===== src/rtl/buzzer_pkg.sv =====
// Shared note/octave codes, mid-octave frequency table and FSM encoding
// for the buzzer tone generator.
package buzzer_pkg;

  typedef enum logic [1:0] {
    ST_SILENT = 2'd0,
    ST_GAP    = 2'd1,
    ST_TONE   = 2'd2
  } state_t;

  localparam logic [3:0] NOTE_REST = 4'd0;
  localparam logic [3:0] NOTE_DO   = 4'd1;
  localparam logic [3:0] NOTE_RE   = 4'd2;
  localparam logic [3:0] NOTE_MI   = 4'd3;
  localparam logic [3:0] NOTE_FA   = 4'd4;
  localparam logic [3:0] NOTE_SOL  = 4'd5;
  localparam logic [3:0] NOTE_LA   = 4'd6;
  localparam logic [3:0] NOTE_SI   = 4'd7;
  localparam logic [3:0] NOTE_END  = 4'd15;

  localparam logic [1:0] OCT_LOW  = 2'd0;
  localparam logic [1:0] OCT_MID  = 2'd1;
  localparam logic [1:0] OCT_HIGH = 2'd2;
  localparam logic [1:0] OCT_ALT  = 2'd3;

  // Mid-octave frequencies in Hz; non-tonal codes map to 0.
  function automatic int unsigned f_mid(input logic [3:0] note);
    case (note)
      NOTE_DO:  return 262;
      NOTE_RE:  return 294;
      NOTE_MI:  return 330;
      NOTE_FA:  return 349;
      NOTE_SOL: return 392;
      NOTE_LA:  return 440;
      NOTE_SI:  return 494;
      default:  return 0;
    endcase
  endfunction

  function automatic logic is_tonal(input logic [3:0] note);
    return (note >= NOTE_DO) && (note <= NOTE_SI);
  endfunction

endpackage


===== src/rtl/note_half_period_lut.sv =====
// Combinational {note, octave} -> half-period lookup in clock cycles.
// Returns 0 for rests, invalid codes and the end marker.
module note_half_period_lut
  import buzzer_pkg::*;
#(
  parameter int unsigned CLK_HZ = 100_000_000,
  parameter int unsigned CNT_W  = 21
) (
  input  logic [3:0]       note,
  input  logic [1:0]       octave,
  output logic [CNT_W-1:0] half
);

  // Base table is folded to constants at elaboration; no runtime divider.
  function automatic logic [7:0][CNT_W-1:0] build_base();
    logic [7:0][CNT_W-1:0] tbl;
    tbl = '0;
    for (int unsigned i = 1; i < 8; i++) begin
      tbl[i[2:0]] = CNT_W'(CLK_HZ / (2 * f_mid(4'(i))));
    end
    return tbl;
  endfunction

  localparam logic [7:0][CNT_W-1:0] BASE = build_base();

  always_comb begin
    half = '0;
    if (is_tonal(note)) begin
      case (octave)
        OCT_LOW:  half = BASE[note[2:0]] << 1;
        OCT_HIGH: half = BASE[note[2:0]] >> 1;
        default:  half = BASE[note[2:0]];
      endcase
    end
  end

endmodule


===== src/rtl/buzzer_tone_gen.sv =====
// Note/octave to 50%-duty buzzer square wave, with a silent articulation
// gap inserted before every newly triggered tone.
module buzzer_tone_gen
  import buzzer_pkg::*;
#(
  parameter int unsigned CLK_HZ     = 100_000_000,
  parameter int unsigned GAP_CYCLES = 1_000_000,
  parameter int unsigned CNT_W      = 21
) (
  input  logic       clk,
  input  logic       reset,
  input  logic       enable,
  input  logic [3:0] note_in,
  input  logic [1:0] octave_in,
  output logic       buzzer,
  output logic       tone_active,
  output logic [3:0] cur_note,
  output logic [1:0] cur_octave
);

  localparam int unsigned GAP_W = (GAP_CYCLES > 1) ? $clog2(GAP_CYCLES) : 1;
  localparam logic [GAP_W-1:0] GAP_LAST =
    GAP_W'((GAP_CYCLES == 0) ? 0 : GAP_CYCLES - 1);

  state_t           state;
  logic [5:0]       in_q;
  logic [5:0]       play_q;
  logic [GAP_W-1:0] gap_cnt;
  logic [CNT_W-1:0] half_cnt;
  logic [CNT_W-1:0] half;
  logic             change;
  logic             tonal;

  note_half_period_lut #(
    .CLK_HZ (CLK_HZ),
    .CNT_W  (CNT_W)
  ) u_lut (
    .note   (play_q[5:2]),
    .octave (play_q[1:0]),
    .half   (half)
  );

  assign change = (in_q != play_q);
  assign tonal  = is_tonal(in_q[5:2]);

  always_ff @(posedge clk or negedge reset) begin
    if (!reset) begin
      state       <= ST_SILENT;
      in_q        <= '0;
      play_q      <= '0;
      gap_cnt     <= '0;
      half_cnt    <= '0;
      buzzer      <= 1'b0;
      tone_active <= 1'b0;
      cur_note    <= '0;
      cur_octave  <= '0;
    end else begin
      in_q <= {note_in, octave_in};
      if (!enable) begin
        // Clearing play_q makes the held input look new again on re-enable.
        state       <= ST_SILENT;
        play_q      <= '0;
        buzzer      <= 1'b0;
        tone_active <= 1'b0;
        cur_note    <= '0;
        cur_octave  <= '0;
      end else if (change) begin
        play_q   <= in_q;
        gap_cnt  <= '0;
        half_cnt <= '0;
        if (tonal && (GAP_CYCLES == 0)) begin
          state       <= ST_TONE;
          buzzer      <= 1'b1;
          tone_active <= 1'b1;
          cur_note    <= in_q[5:2];
          cur_octave  <= in_q[1:0];
        end else begin
          state       <= tonal ? ST_GAP : ST_SILENT;
          buzzer      <= 1'b0;
          tone_active <= 1'b0;
          cur_note    <= '0;
          cur_octave  <= '0;
        end
      end else begin
        case (state)
          ST_SILENT: buzzer <= 1'b0;
          ST_GAP: begin
            if (gap_cnt == GAP_LAST) begin
              state       <= ST_TONE;
              buzzer      <= 1'b1;
              tone_active <= 1'b1;
              cur_note    <= play_q[5:2];
              cur_octave  <= play_q[1:0];
              half_cnt    <= '0;
            end else begin
              gap_cnt <= gap_cnt + GAP_W'(1);
            end
          end
          ST_TONE: begin
            if (half_cnt == half - CNT_W'(1)) begin
              buzzer   <= ~buzzer;
              half_cnt <= '0;
            end else begin
              half_cnt <= half_cnt + CNT_W'(1);
            end
          end
          default: begin
            state       <= ST_SILENT;
            buzzer      <= 1'b0;
            tone_active <= 1'b0;
          end
        endcase
      end
    end
  end

endmodule


===== config.mk =====
export PLATFORM = sky130hd
export DESIGN_NAME = buzzer_tone_gen
export DESIGN_NICKNAME = d
export VERILOG_FILES = /design/src/rtl/buzzer_pkg.sv /design/src/rtl/note_half_period_lut.sv /design/src/rtl/buzzer_tone_gen.sv
export SDC_FILE = /design/constraint.sdc
export NUM_CORES = 1
export LEC_CHECK = 0
export CAP_MARGIN = 20
export CORE_MARGIN = 2
export CORE_UTILIZATION = 59
export DETAILED_ROUTE_END_ITERATION = 12
export PLACE_DENSITY_LB_ADDON = 0.08
export REMOVE_ABC_BUFFERS = 1
export SETUP_SLACK_MARGIN = 0.3
export SYNTH_ARGS = -nofsm -noshare
export SYNTH_HDL_FRONTEND = slang
export SYNTH_SLANG_ARGS = --single-unit

===== constraint.sdc =====
create_clock -name clk -period 6.77 [get_ports clk]
set_input_delay 1.0155 -clock clk [delete_from_list [all_inputs] [get_ports clk]]
set_output_delay 1.0155 -clock clk [all_outputs]
set_load 0.05 [all_outputs]

== After elaboration in Yosys (flattened, before gate mapping) ==
Memories as Yosys holds them, arrays and structs flattened.
Index checks and enable logic that the tools add are counted.
Widths: inputs -> output; s select.

* Register bits: 63
* ROM bits: 168
* Output and inout bits: 8
* Word-level logic and storage cells: 78
* Memories kept: 1

* Add/subtract/negate cells: 3
* Order comparisons: 5
* Eq/ne operators: 14
* Multiplexer cells: 33
* Bitwise gates (word level): 1
* Reduce and logical (&&, ||, !) cells: 12

{| class="wikitable"
|+ Memories
! memory !! depth !! width !! read ports !! clocked after Yosys merged registers in !! wr ports !! RTL line !! source
|-
| (name not given) || 8 || 21 || 1 || 0 || 0 || note_half_period_lut.sv:30 || <nowiki>OCT_LOW: half = BASE[note[2:0]] << 1;</nowiki>
|}

{| class="wikitable"
|+ Operators with widths
! cell !! count
|-
| $mux 21 || 5
|-
| $pmux 21 s2 || 2
|-
| $mux 20 || 3
|-
| $add 21x1->21 const B || 1
|-
| $eq 21x21->1 || 1
|-
| $sub 21x1->21 const B || 1
|-
| $add 20x1->20 const B || 1
|-
| $eq 20x20->1 const B || 1
|-
| $mux 4 || 4
|-
| $mux 2 || 7
|-
| $mux 6 || 2
|-
| $ge 4x1->1 const B || 2
|-
| $le 4x3->1 const B || 2
|-
| $ne 4x4->1 const B || 2
|-
| $mux 1 || 7
|-
| $ne 3x1->1 const B || 2
|-
| $ne 6x6->1 || 1
|-
| $reduce_and 2->1 || 3
|-
| $reduce_and 3->1 || 2
|-
| $eq 2x2->1 const B || 2
|-
| $logic_not 2->1 || 2
|-
| $lt 3x4->1 const B || 1
|-
| $pmux 1 s2 || 2
|-
| $pmux 2 s2 || 1
|-
| other kinds (10) || 11
|}

== Longest topological paths before layout ==
* Depth after elaboration: 10
* Gate-level depth with buffers: 19
* Gate-level depth less buffers: 15

== Modules after synthesis ==
Synthesis repeated with hierarchy kept, for this count alone.

* Cell total of the unflattened synthesis: 559
* Area, all modules: 4,818.4 um2

{| class="wikitable"
|+ Modules (own cells, without submodules)
! module !! instances !! cells each !! area an instance (um2) !! seq. area each (um2)
|-
| buzzer_tone_gen || 1 || 431 || 3,928.8 || 1,551.5
|-
| note_half_period_lut || 1 || 128 || 889.6 || 0.0
|}

== Worst setup path after synthesis ==
No wires, ideal clock.

* Path kind: register to register
* Start: reg play_q[3]
* End: reg buzzer
* Setup time: 0.132 ns
* Arrival time: 3.365 ns
* Data required time: 6.638 ns
* Path slack: 3.273 ns
* Stages on the path, launching flop included: 20
* Clock period less this slack: 3.497 ns
* Cells stage by stage: dfrtp_1 > clkbuf_1 > inv_1 > ha_1 > clkbuf_1 > nor2b_1 > or3_1 > nand3_1 > ha_1 > inv_1 > a211oi_1 > and4_1 > buf_2 > nand3b_1 > nand4b_1 > a21oi_1 > nand4_1 > buf_4 > mux2i_1 > a21oi_1

* Word-level cells in the longest chain between the ends: 8

{| class="wikitable"
|+ RTL lines
! what !! RTL line !! source
|-
| start: declaration || buzzer_tone_gen.sv:27 || <nowiki>logic [5:0] play_q;</nowiki>
|-
| start signal: assignment || buzzer_tone_gen.sv:68 || <nowiki>play_q <= in_q;</nowiki>
|-
| $mem_v2 8x21 || n/a ||
|-
| $mux 21 (not written as such) || note_half_period_lut.sv:32 || <nowiki>default: half = BASE[note[2:0]];</nowiki>
|-
| $pmux 21 s2 || note_half_period_lut.sv:29 || <nowiki>case (octave)</nowiki>
|-
| $mux 21 || note_half_period_lut.sv:28 || <nowiki>if (is_tonal(note)) begin</nowiki>
|-
| $sub 21x1->21 || buzzer_tone_gen.sv:100 || <nowiki>if (half_cnt == half - CNT_W'(1)) begin</nowiki>
|-
| $eq 21x21->1 || buzzer_tone_gen.sv:100 ||
|-
| $ne 4x4->1 (no source line) || n/a ||
|-
| $reduce_and 2->1 (no source line) || n/a ||
|-
| end signal: assignment || buzzer_tone_gen.sv:101 || <nowiki>buzzer <= ~buzzer;</nowiki>
|-
| end: declaration || buzzer_tone_gen.sv:15 || <nowiki>output logic buzzer,</nowiki>
|}

Several ways; a longest one is shown, not always the timed one. The select of a mux whose other input is x is not followed.
A chain may end at the register's enable or synchronous reset.

== Worst setup path in the final report ==
* Start: reg play_q[2]
* End: reg half_cnt[3]

* Word-level cells in the longest chain between the ends: 9

{| class="wikitable"
|+ RTL lines
! what !! RTL line !! source
|-
| $mem_v2 8x21 || n/a ||
|-
| $mux 21 (not written as such) || note_half_period_lut.sv:32 ||
|-
| $pmux 21 s2 || note_half_period_lut.sv:29 ||
|-
| $mux 21 || note_half_period_lut.sv:28 ||
|-
| $sub 21x1->21 || buzzer_tone_gen.sv:100 ||
|-
| $eq 21x21->1 || buzzer_tone_gen.sv:100 ||
|-
| $mux 21 || buzzer_tone_gen.sv:100 ||
|-
| $pmux 21 s2 || buzzer_tone_gen.sv:85 || <nowiki>case (state)</nowiki>
|-
| $mux 21 || buzzer_tone_gen.sv:67 || <nowiki>end else if (change) begin</nowiki>
|-
| end signal: assignment || buzzer_tone_gen.sv:104 || <nowiki>half_cnt <= half_cnt + CNT_W'(1);</nowiki>
|-
| end: declaration || buzzer_tone_gen.sv:29 || <nowiki>logic [CNT_W-1:0] half_cnt;</nowiki>
|}

Several ways; a longest one is shown, not always the timed one. The select of a mux whose other input is x is not followed.

==> summary.md <==
| Metric | Value |
|---|---|
| Status | finished, violations left |
| Failing checks | DRC |
| TNS Setup | 0 ns |
| R2r worst-path depth | 12 |
| Area Growth Syn to Fin | 8.82% |
| Synth unique cells | 70 |
| Crit path capture | half_cnt[3]$_DFFE_PN0P_ |
| Post-DP HPWL | 8.04 mm |
| Worst slew pin tran | 0.950 ns |
| Resized cells post-CTS | 0 |
| Fin crit share | 76.3% |
| Reg clk slew, reported paths | 0.07 ns |
| Fmax | 194 MHz |
| Gate Count Post-Synth | 591 |
| # Max-Cap Violations | 0 |
| First-pass GRT wire length | 19.7 mm |
| GRT Total Usage | 28.1% |
| CP Class | reg -> reg |
| EDFF count, synth | 0 |
| Worst skew pair latency | 0.34 ns |
| CP top delay family | simple AND/OR/NAND/NOR gates |
| Port Buffers | 16 |
| CTS tree | yes |
| Drt first pass iters | 11 |
| DR vias | 4303 |
| Cell area after placement | 0.00499 mm^2 |
| CP startpoint kind | register |
| Post-Syn Area per Cell | 8.12 um^2 |
| H-tree depth | 3 |
| # IOs | 17 |
| Routability cong. | 0.983 |
| CP Cell Sequence | inv_1 -> ha_1 -> nor3b_1 -> nor2_1 -> nand4b_1 -> nand3_1 -> nand4bb_1 -> nand3b_1 -> a221oi_2 -> nand4_1 -> nand2_2 -> o211ai_1 |
| Fin Clk Skew | 0.0133 ns |
| Total CTS buffers | 9 |
| Cell area after synthesis | 0.00480 mm^2 |
| Post-CTS Hold Fix Bufs | 0 |
| WP data required | 6.98 ns |
| Prevailing post-synth register cell | dfrtp_1 |
| P per Cell Area | 180 mW/mm^2 |
| CP max stage delay | 0.80 ns |
| Critical path capture point type | register |
| Largest net degree at the start of global routing | 63 |
| Final Hold Fails | 0 |
| Vias in the first global route | 4091 |
| Top cell type by total area after synthesis | dfrtp_1 |
| RSZ-0062 raised after global routing | false |
| Crit path DAT | 5.38 ns |
| Worst Setup SP | play_q[2]$_DFFE_PN0P_ |
| DR vias/cell | 6.14 |
| Worst R2R Setup Slack | 1.61 ns |
| Critical Path Fanout Max | 23 |
| Largest cells by area after synthesis | dfrtp_1, nand2_1, nor2_1 |
| Core area | 0.00781 mm^2 |
| Most frequent cells in the layout | nand2_1, dfrtp_1, nor2_1 |
| Final Max Slew Viols | 0 |
| Initial antenna violation count | 0 |
| CP Depth | 12 |
| Reg-to-reg startpoint | play_q[2]$_DFFE_PN0P_ |
| Wire per inst | 16.4 um |
| # setup viols final | 0 |
| Final min period | 5.16 ns |
| Die height | 94.2 um |
| Clock sink total | 62 |
| Reg-to-reg critical path endpoint | half_cnt[3]$_DFFE_PN0P_ |
| Hold Slack | 0.523 ns |
| Die footprint | 0.00887 mm^2 |
| Commonest non-fill, non-tap cell in the layout | nand2_1 |
| Layout Cell Area excl Fill | 0.00522 mm^2 |
| Post-synth ARST share | 100% |
| Synth top area share | 32.3% |
| Flops & latches, synth | 62 |
| Leak | 0.00218 uW |
| CTS root buffer | clkbuf_8 |
| Initial DRC Count | 291 |
| Max VDD drop | 165 uV |
| Layout Nets | 616 |
| Diodes inserted | 0 |
| Total grt overflow | 0 |
| Clock tree buffer depth | 2 |
| DRC viols | 1 |
| Post-Route WL | 11.5 mm |
| Fin util | 66.9% |
| Slew headroom | 35.1% |
| Postcts setup bufs | 0 |
| Syn. warnings | 0 |
| Post-route antenna net violation count | 0 |
| Share of layout cells above drive strength 1 | 6.01% |
| Seq/Total Area, Yosys | 32.3% |
| Hold crit path type | reg -> reg |
| Critical path buffer and inverter count | 1 |
| DIE WIDTH | 94.2 um |
| Row count | 32 |
| Initial Utilization | 61.4% |
| Slowest stage cell, crit path | dfrtp_1 |
==> worst min-delay path by stage <==
stage,start,to,slack (ns),depth (start not counted)
detailed placement,in_q[0]$_DFF_PN0_,play_q[0]$_DFFE_PN0P_,0.51,1
global route,in_q[1]$_DFF_PN0_,play_q[1]$_DFFE_PN0P_,0.53,1
floorplan,in_q[1]$_DFF_PN0_,play_q[1]$_DFFE_PN0P_,0.48,1
CTS,in_q[0]$_DFF_PN0_,play_q[0]$_DFFE_PN0P_,0.53,1
finish,in_q[1]$_DFF_PN0_,play_q[1]$_DFFE_PN0P_,0.52,1
global placement,in_q[1]$_DFF_PN0_,play_q[1]$_DFFE_PN0P_,0.48,1
==> worst register-to-register path, cell delays in order (launching register included) <==
cell,delay [ns]
dfrtp_1,0.80
inv_1,0.26
ha_1,0.42
nor3b_1,0.22
nor2_1,0.49
nand4b_1,0.50
nand3_1,0.40
nand4bb_1,0.19
nand3b_1,0.12
a221oi_2,0.29
nand4_1,0.78
nand2_2,0.43
o211ai_1,0.14
==> layout make-up <==
class,instances,area [um^2]
inverters,16,60.1
clock inverters,3,65.1
flip-flops and latches,62,1550
clock buffers,13,169
fillers,643,2590
repair buffers,22,200
well taps,102,128
multi-input cells,483,3050
==> logic make-up (layout without fill, tap and decap cells) <==
logic type / Yosys count / count (layout) / share of synthesized area [%]
buffers and inverters: 46 / 54 / 4.25
muxes: 15 / 15 / 4.20
and+or+nand+nor: 311 / 311 / 33.3
DFF: 62 / 62 / 32.3
adders and majority gates: 13 / 13 / 3.39
AOI/OAI and AO/OA: 102 / 102 / 14.8
xor gates and xnor gates: 42 / 42 / 7.67
==> per-layer routing <==
metal / GRT usage, % / vias up / wire (um)
met5: 0 / - / 0
li1: - / 2098 / -
met2: 47.6 / 143 / 5740
met1: 36.3 / 2045 / 4990
met4: 8.57 / 0 / 174
met3: 5.54 / 17 / 593
==> per-stage QoR <==
step	setup slack, ns	cells	total power, uW
finish	1.61	701	939
global route	1.04	701	983
CTS	1.72	701	945
detailed placement	1.73	685	559
global placement	1.85	685	556
floorplan	2.76	561	511
==> cell usage after synthesis (3+ instances only) <==
master,count
nand3_1,32
nor4_1,3
o211ai_1,21
dfrtp_1,62
or3_1,7
clkbuf_1,12
nor3b_1,3
nor3_1,19
a21oi_1,19
o21ai_1,3
nand3b_1,3
nor2_1,55
mux2i_1,10
o21ai_0,17
nand4b_1,4
and4_1,4
a31oi_1,3
and3_1,12
nand2b_1,16
xor2_1,20
and2_1,22
inv_1,14
o22ai_1,3
a21o_1,4
a211oi_1,4
ha_1,13
nor2b_1,14
nand2_1,87
xnor2_1,22
a211o_1,3
or2_2,3
mux4_2,4
nand4_1,11
buf_2,13
==> state kept, by name (all words and copies together) (netlist names) <==
name         cells
cur_octave       2
in_q             6
cur_note         4
buzzer           1
half_cnt        21
state            1
gap_cnt         20
play_q           6
tone_active      1
==> where the power goes <==
part	internal (uW)	leakage, uW	switching, uW
sequential	374	0.000845	10.9
clock	237	0.000120	146
combinational	69.8	0.00121	101
(Power assumes the default switching activity.)
